[src/rtl/hvtx_sync.sv]
// Decodes an external pixel/line position into registered HS, VS and DE strobes.
// Purely combinational decode followed by one output register stage; no internal counters.
module hvtx_sync #(
    parameter int unsigned FRAME_WIDTH    = 2200,
    parameter int unsigned FRAME_HEIGHT   = 1125,
    parameter int unsigned ACTIVE_WIDTH   = 1920,
    parameter int unsigned ACTIVE_HEIGHT  = 1080,
    parameter int unsigned H_PORCH        = 88,
    parameter int unsigned H_SYNC         = 44,
    parameter int unsigned V_PORCH        = 4,
    parameter int unsigned V_SYNC         = 5,
    parameter bit          HS_ACTIVE_HIGH = 1'b1,
    parameter bit          VS_ACTIVE_HIGH = 1'b1
) (
    input  logic        i_clk,
    input  logic        i_rst,
    input  logic [11:0] i_x,
    input  logic [11:0] i_y,
    output logic        o_hs,
    output logic        o_vs,
    output logic        o_de
);

    // Window edges kept at 32 bits so parameter sums never truncate.
    localparam logic [31:0] HS_START = 32'(ACTIVE_WIDTH + H_PORCH);
    localparam logic [31:0] HS_END   = 32'(ACTIVE_WIDTH + H_PORCH + H_SYNC);
    localparam logic [31:0] VS_START = 32'(ACTIVE_HEIGHT + V_PORCH);
    localparam logic [31:0] VS_END   = 32'(ACTIVE_HEIGHT + V_PORCH + V_SYNC);
    localparam logic [31:0] DE_W     = 32'(ACTIVE_WIDTH);
    localparam logic [31:0] DE_H     = 32'(ACTIVE_HEIGHT);

    if ((ACTIVE_WIDTH + H_PORCH + H_SYNC) > FRAME_WIDTH ||
        (ACTIVE_HEIGHT + V_PORCH + V_SYNC) > FRAME_HEIGHT ||
        H_SYNC == 0 || V_SYNC == 0 || ACTIVE_WIDTH == 0 || ACTIVE_HEIGHT == 0 ||
        FRAME_WIDTH > 4096 || FRAME_HEIGHT > 4096) begin : g_bad_params
        $error("hvtx_sync: inconsistent timing parameters");
    end

    logic [31:0] x_ext;
    logic [31:0] y_ext;
    logic        h_sync_on;
    logic        v_sync_on;
    logic        hs_d, vs_d, de_d;
    logic        hs_q, vs_q, de_q;

    always_comb begin
        x_ext     = {20'd0, i_x};
        y_ext     = {20'd0, i_y};
        h_sync_on = (x_ext >= HS_START) && (x_ext < HS_END);
        v_sync_on = (y_ext >= VS_START) && (y_ext < VS_END);
        hs_d      = h_sync_on ? HS_ACTIVE_HIGH : ~HS_ACTIVE_HIGH;
        vs_d      = v_sync_on ? VS_ACTIVE_HIGH : ~VS_ACTIVE_HIGH;
        de_d      = (x_ext < DE_W) && (y_ext < DE_H);
    end

    // Output register stage; reset drives syncs to their idle level.
    always_ff @(posedge i_clk) begin
        if (i_rst) begin
            hs_q <= ~HS_ACTIVE_HIGH;
            vs_q <= ~VS_ACTIVE_HIGH;
            de_q <= 1'b0;
        end else begin
            hs_q <= hs_d;
            vs_q <= vs_d;
            de_q <= de_d;
        end
    end

    assign o_hs = hs_q;
    assign o_vs = vs_q;
    assign o_de = de_q;

endmodule

[config.mk]
export PLATFORM = sky130hd
export DESIGN_NAME = hvtx_sync
export DESIGN_NICKNAME = d
export VERILOG_FILES = /design/src/rtl/hvtx_sync.sv
export SDC_FILE = /design/constraint.sdc
export NUM_CORES = 1
export LEC_CHECK = 0
export CORE_AREA = 2 2 39 41
export DETAILED_ROUTE_END_ITERATION = 7
export DIE_AREA = 0 0 41 43
export GPL_ROUTABILITY_DRIVEN = 0
export PLACE_DENSITY_LB_ADDON = 0.05
export RECOVER_POWER = 100
export SLEW_MARGIN = 0
export SYNTH_ARGS = -nofsm -noshare
export SYNTH_HDL_FRONTEND = slang
export SYNTH_SLANG_ARGS = --single-unit
[constraint.sdc]
create_clock -name i_clk -period 1.06 [get_ports i_clk]
set_input_delay 0.159 -clock i_clk [delete_from_list [all_inputs] [get_ports i_clk]]
set_output_delay 0.159 -clock i_clk [all_outputs]
set_load 0.005 [all_outputs]
==> results of run 1 <==
[layout by cell type (no fill, tap or decap)]
cell type        instances
a21oi_2                  1
a32o_1                   1
and3_4                   1
and4b_1                  1
buf_2                    2
buf_4                    5
clkbuf_1                 1
clkbuf_4                 3
clkdlybuf4s15_1          1
clkdlybuf4s15_2          1
clkdlybuf4s50_1         10
dfxtp_1                  3
dlygate4sd2_1           12
nand2_1                  2
nand3_1                  1
nor2_1                   1
nor2b_1                  1
nor3_1                   2
nor4_1                   2
nor4_2                   1
nor4b_1                  1
o21ai_2                  1
o311a_1                  1
o41ai_1                  1
or4_1                    1
or4b_4                   1
[per-stage QoR]
step / hold slack (ns) / cells
floorplan: 0.257 / 23
global placement: 0.815 / 70
detailed placement: 0.819 / 70
CTS: 0.250 / 74
global route: 0.258 / 74
finish: 0.236 / 74
[path summary, 6_finish.rpt]
check,start,to,slack [ns]
max,i_y[4],o_vs,0.02
min,i_x[4],o_hs,0.24
[kinds of logic (layout without fill, tap and decap cells)]
group	after synthesis	in the layout
AO/OA/AOI/OAI	5	5
flip-flops	3	3
buffers and inverters	0	35
AND/OR/NAND/NOR	15	15
[worst max-delay path, stage by stage]
cell             delay, ns
clkdlybuf4s50_1       0.44
and3_4                0.17
a32o_1                0.21
and4b_1               0.18
[per-layer routing]
metal	vias up	global-route usage	share of wire
met5	-	0	0
met4	0	0.0600	0
met3	0	0.0471	0.067
met2	12	0.159	0.56
met1	147	0.102	0.37
li1	172	-	-
[cells in the mapped netlist]
cell     number  share of area
nand3_1       1          0.025
nand2_1       2          0.038
nor3_1        2          0.050
and3_1        1          0.031
o311a_1       1          0.050
o41ai_2       1          0.081
a32o_1        1          0.050
or4b_1        1          0.050
o21ai_1       1          0.025
a21oi_1       1          0.025
nor2b_1       1          0.031
or4_1         1          0.038
and4b_1       1          0.050
nor4b_1       1          0.044
dfxtp_1       3           0.30
nor2_1        1          0.019
nor4_1        3          0.094
[sequential cells by signal, summed over array words and instances, names as in the netlist]
register  count
o_hs          1
o_vs          1
o_de          1
[cell type report]
| class | count | area, um^2 |
|---|---|---|
| Fill cell | 151 | 848 |
| Timing Repair Buffer | 31 | 274 |
| Multi-Input combinational cell | 20 | 155 |
| Sequential cell | 3 | 60.1 |
| Clock buffer | 4 | 26.3 |
| Tap cell | 16 | 20.0 |
[repair_timing]
item | CTS | global route
pin swaps | 6 | 2
endpoints found under the setup margin | 6 | 3
resized for setup | 28 | 2
[where the power goes]
part / total (mW) / internal [mW] / switching, mW
logic: 0.123 / 0.0840 / 0.0394
clock network: 0.197 / 0.141 / 0.0562
registers: 0.115 / 0.115 / 0.000227
total: 0.435 / 0.340 / 0.0958
==> impl_metrics.json, run 1 <==
{
  "clk_pin_slew_ns": 0.04,
  "synth_warnings": 0,
  "path_max_fanout": 2,
  "place_ws_ns": -0.422,
  "maxSlewViolCount": 0,
  "setup_violations": 0,
  "synth_area_um2": 200,
  "wirelength_um": 790,
  "final_util": 0.387,
  "yosys.area_share.adder": 0,
  "synth_cells": 23,
  "fin_tns_setup_ns": 0,
  "slew_headroom": 0.822,
  "drt-wirelength-per-cell_um": 10.7,
  "synth-compound-area-share": 0.231,
  "hold_viol_final": 0,
  "leakagePower_nw": 0.231,
  "grt-ovfl-total": 0,
  "synth_xor_xnor_area_share": 0,
  "required_ns": 1.18,
  "cts-root-buf": "clkbuf_4",
  "cts_buffers": 3,
  "rsz0062_at_grt": "no",
  "period_share": 0.982,
  "fmax_mhz": 961,
  "areaGrowthSynthToFinish_pct": 168,
  "grt_pass1_wl_um": 1170,
  "hold_path_depth": 4,
  "startpoint_type": "input port",
  "detailed_place.area_um2": 518,
  "clock-sinks": 3,
  "nets": 85,
  "crit_arrival_ns": 1.16,
  "drv_cap": 0,
  "ys_ff_latch": 3,
  "setup_ws_ns": 0.0189,
  "grt_max_degree": 5,
  "endpoint_kind": "flop",
  "antenna_found_initial": 0,
  "h-tree-depth": 1,
  "io_buffers": 26,
  "power_density_nw_per_um2": 813,
  "grt_pass1_vias": 317,
  "cts_tree": "built",
  "coreArea_um2": 1380,
  "viasPerCell": 4.47,
  "ir_drop_mv": 0.268,
  "synth.area.mux_share": 0,
  "syn_nets": 49,
  "power.total_mw": 0.435,
  "synth.avg_cell_area_um2": 8.70,
  "critPathKind": "input port to flop",
  "clock_path_buffers": 2,
  "dieArea_um2": 1760,
  "postCtsSetupBuffers": 0,
  "ant_nets": 0,
  "first_pass_iters": 3,
  "status": "completed",
  "synth_top_family_by_area": "simple AND/OR/NAND/NOR gates",
  "drive_gt1_frac": 0.276,
  "drc": 0,
  "diodes": 0,
  "cts.hold.buffers_added": 0,
  "die_w_um": 41,
  "tightest_slew_ns": 0.264,
  "core.rowCount": 14,
  "synth_cell_types": 17,
  "die_h_um": 43,
  "finalCriticalPeriod_ns": 1.04,
  "ys_seq_area_frac": 0.300,
  "vias": 331,
  "grt.total_usage": 0.101,
  "start_util": 0.145,
  "yosys.area_share.simple": 0.469,
  "worstHoldPathType": "input port to flop",
  "ios": 29,
  "postLayoutCellArea_um2": 536,
  "drtIter0Drc": 6
}
No activity file was read; power rests on OpenSTA's default activity.
==> run 2: changes to the inputs <==
- RECOVER_POWER: 100 -> default
==> run 2 against run 1 <==
Effect of this change:
- fmax barely moved
- wire length rose by 0.51%
- non-clock buffer count did not move
- sequential share of layout area fell by 0.16 points
- cell count did not move
- via count rose by 0.30%
- power barely moved
==> impl_metrics.json, run 2 (synthesis gave the netlist of run 1 again) <==
{
  "period_share": 0.982,
  "rsz0062_at_grt": "no",
  "ios": 29,
  "mostFrequentLayoutCell": "dlygate4sd2_1",
  "io_buffers": 26,
  "place_ws_ns": -0.422,
  "cts-root-buf": "clkbuf_4",
  "start_util": 0.145,
  "first_pass_iters": 2,
  "endpoint_kind": "flop",
  "fmax_mhz": 960,
  "status": "completed",
  "tightest_slew_ns": 0.268,
  "startpoint_type": "input port",
  "power.total_mw": 0.436,
  "max_stage_delay_ns": 0.44,
  "drc": 0,
  "final_cell_mix": "dlygate4sd2_1 (12), clkdlybuf4s50_1 (10), buf_4 (5)",
  "antenna_found_initial": 0,
  "crit_chain": "clkdlybuf4s50_1, and3_4, a32o_1, and4b_1",
  "critPathKind": "input port to flop",
  "cts.hold.buffers_added": 0,
  "core.rowCount": 14,
  "finalCriticalPeriod_ns": 1.04,
  "worstHoldPathType": "input port to flop",
  "viasPerCell": 4.49,
  "crit_arrival_ns": 1.16,
  "vias": 332,
  "clock_path_buffers": 2,
  "die_h_um": 43,
  "nets": 85,
  "drt-wirelength-per-cell_um": 10.7,
  "coreArea_um2": 1380,
  "clock-sinks": 3,
  "maxSlewViolCount": 0,
  "leakagePower_nw": 0.237,
  "grt.total_usage": 0.101,
  "wirelength_um": 794,
  "die_w_um": 41,
  "h-tree-depth": 1,
  "ir_drop_mv": 0.267,
  "setup_ws_ns": 0.0188,
  "grt_max_degree": 5,
  "crit_start": "i_y[4]",
  "areaGrowthSynthToFinish_pct": 171,
  "setup_violations": 0,
  "cp_slowest_cell": "clkdlybuf4s50_1",
  "fillers": 150,
  "diodes": 0,
  "drtIter0Drc": 5,
  "power_density_nw_per_um2": 802,
  "clk_pin_slew_ns": 0.04,
  "drv_cap": 0,
  "path_max_fanout": 2,
  "hold_viol_final": 0,
  "grt_pass1_vias": 317,
  "cts_buffers": 3,
  "required_ns": 1.18,
  "ant_nets": 0,
  "cts_tree": "built",
  "grt-ovfl-total": 0,
  "dieArea_um2": 1760,
  "slew_headroom": 0.820,
  "drive_gt1_frac": 0.293,
  "grt_pass1_wl_um": 1170,
  "worstHoldStart": "i_x[4]"
}
==> run 2: worst max-delay path, delay by kind of cell <==
kind                   cells  cell delay [ns]
AND/OR/NAND/NOR            2             0.35
buffers and inverters      1             0.44
AO/OA/AOI/OAI              1             0.21
==> run 2: cell type report <==
type | count | area, um^2 | share of cell area
multi-input cells | 20 | 163 | 0.300
flip-flops and latches | 3 | 60.1 | 0.111
repair buffers | 31 | 274 | 0.505
well taps | 16 | 20.0 | 0.0369
clock buffers | 4 | 26.3 | 0.0484
==> run 2: worst paths after layout <==
path	slack, ns	depth (start not counted)	endpoint
worst max-delay path	0.02	4	o_vs
worst min-delay path	0.25	4	o_hs
==> run 2: what timing repair did <==
action | in CTS | in global routing
setup buffers | 0 | 0
pin swaps | 6 | 2
gates cloned | 0 | 0
resized for setup | 28 | 2
endpoints found under the setup margin | 6 | 3
==> run 2: where the power goes <==
part           total, mW  internal [mW]  switching, mW  leakage (nW)
logic              0.125         0.0841         0.0407         0.197
registers          0.115          0.115       0.000227        0.0242
clock network      0.196          0.141         0.0552        0.0150
total              0.436          0.340         0.0961         0.237
==> run 2: through the flow <==
| step | cell area (um^2) | utilization | std cells | TNS, ns | hold slack, ns |
|---|---|---|---|---|---|
| 5_1_grt | 543 | 0.392 | 74 | 0 | 0.269 |
| 3_3_place_gp | 518 | 0.374 | 70 | -1.03 | 0.815 |
| 4_1_cts | 533 | 0.385 | 74 | -0.0340 | 0.250 |
| 3_5_place_dp | 518 | 0.374 | 70 | -1.09 | 0.819 |
| 2_1_floorplan | 200 | - | 23 | 0 | 0.257 |
| 6_report | 543 | 0.392 | 74 | 0 | 0.252 |
==> run 2: per-layer routing <==
| metal | part of all wire | track usage |
|---|---|---|
| met1 | 0.38 | 0.102 |
| met2 | 0.57 | 0.159 |
| met3 | 0.055 | 0.0471 |
| met4 | 0 | 0.0600 |
| met5 | 0 | 0 |
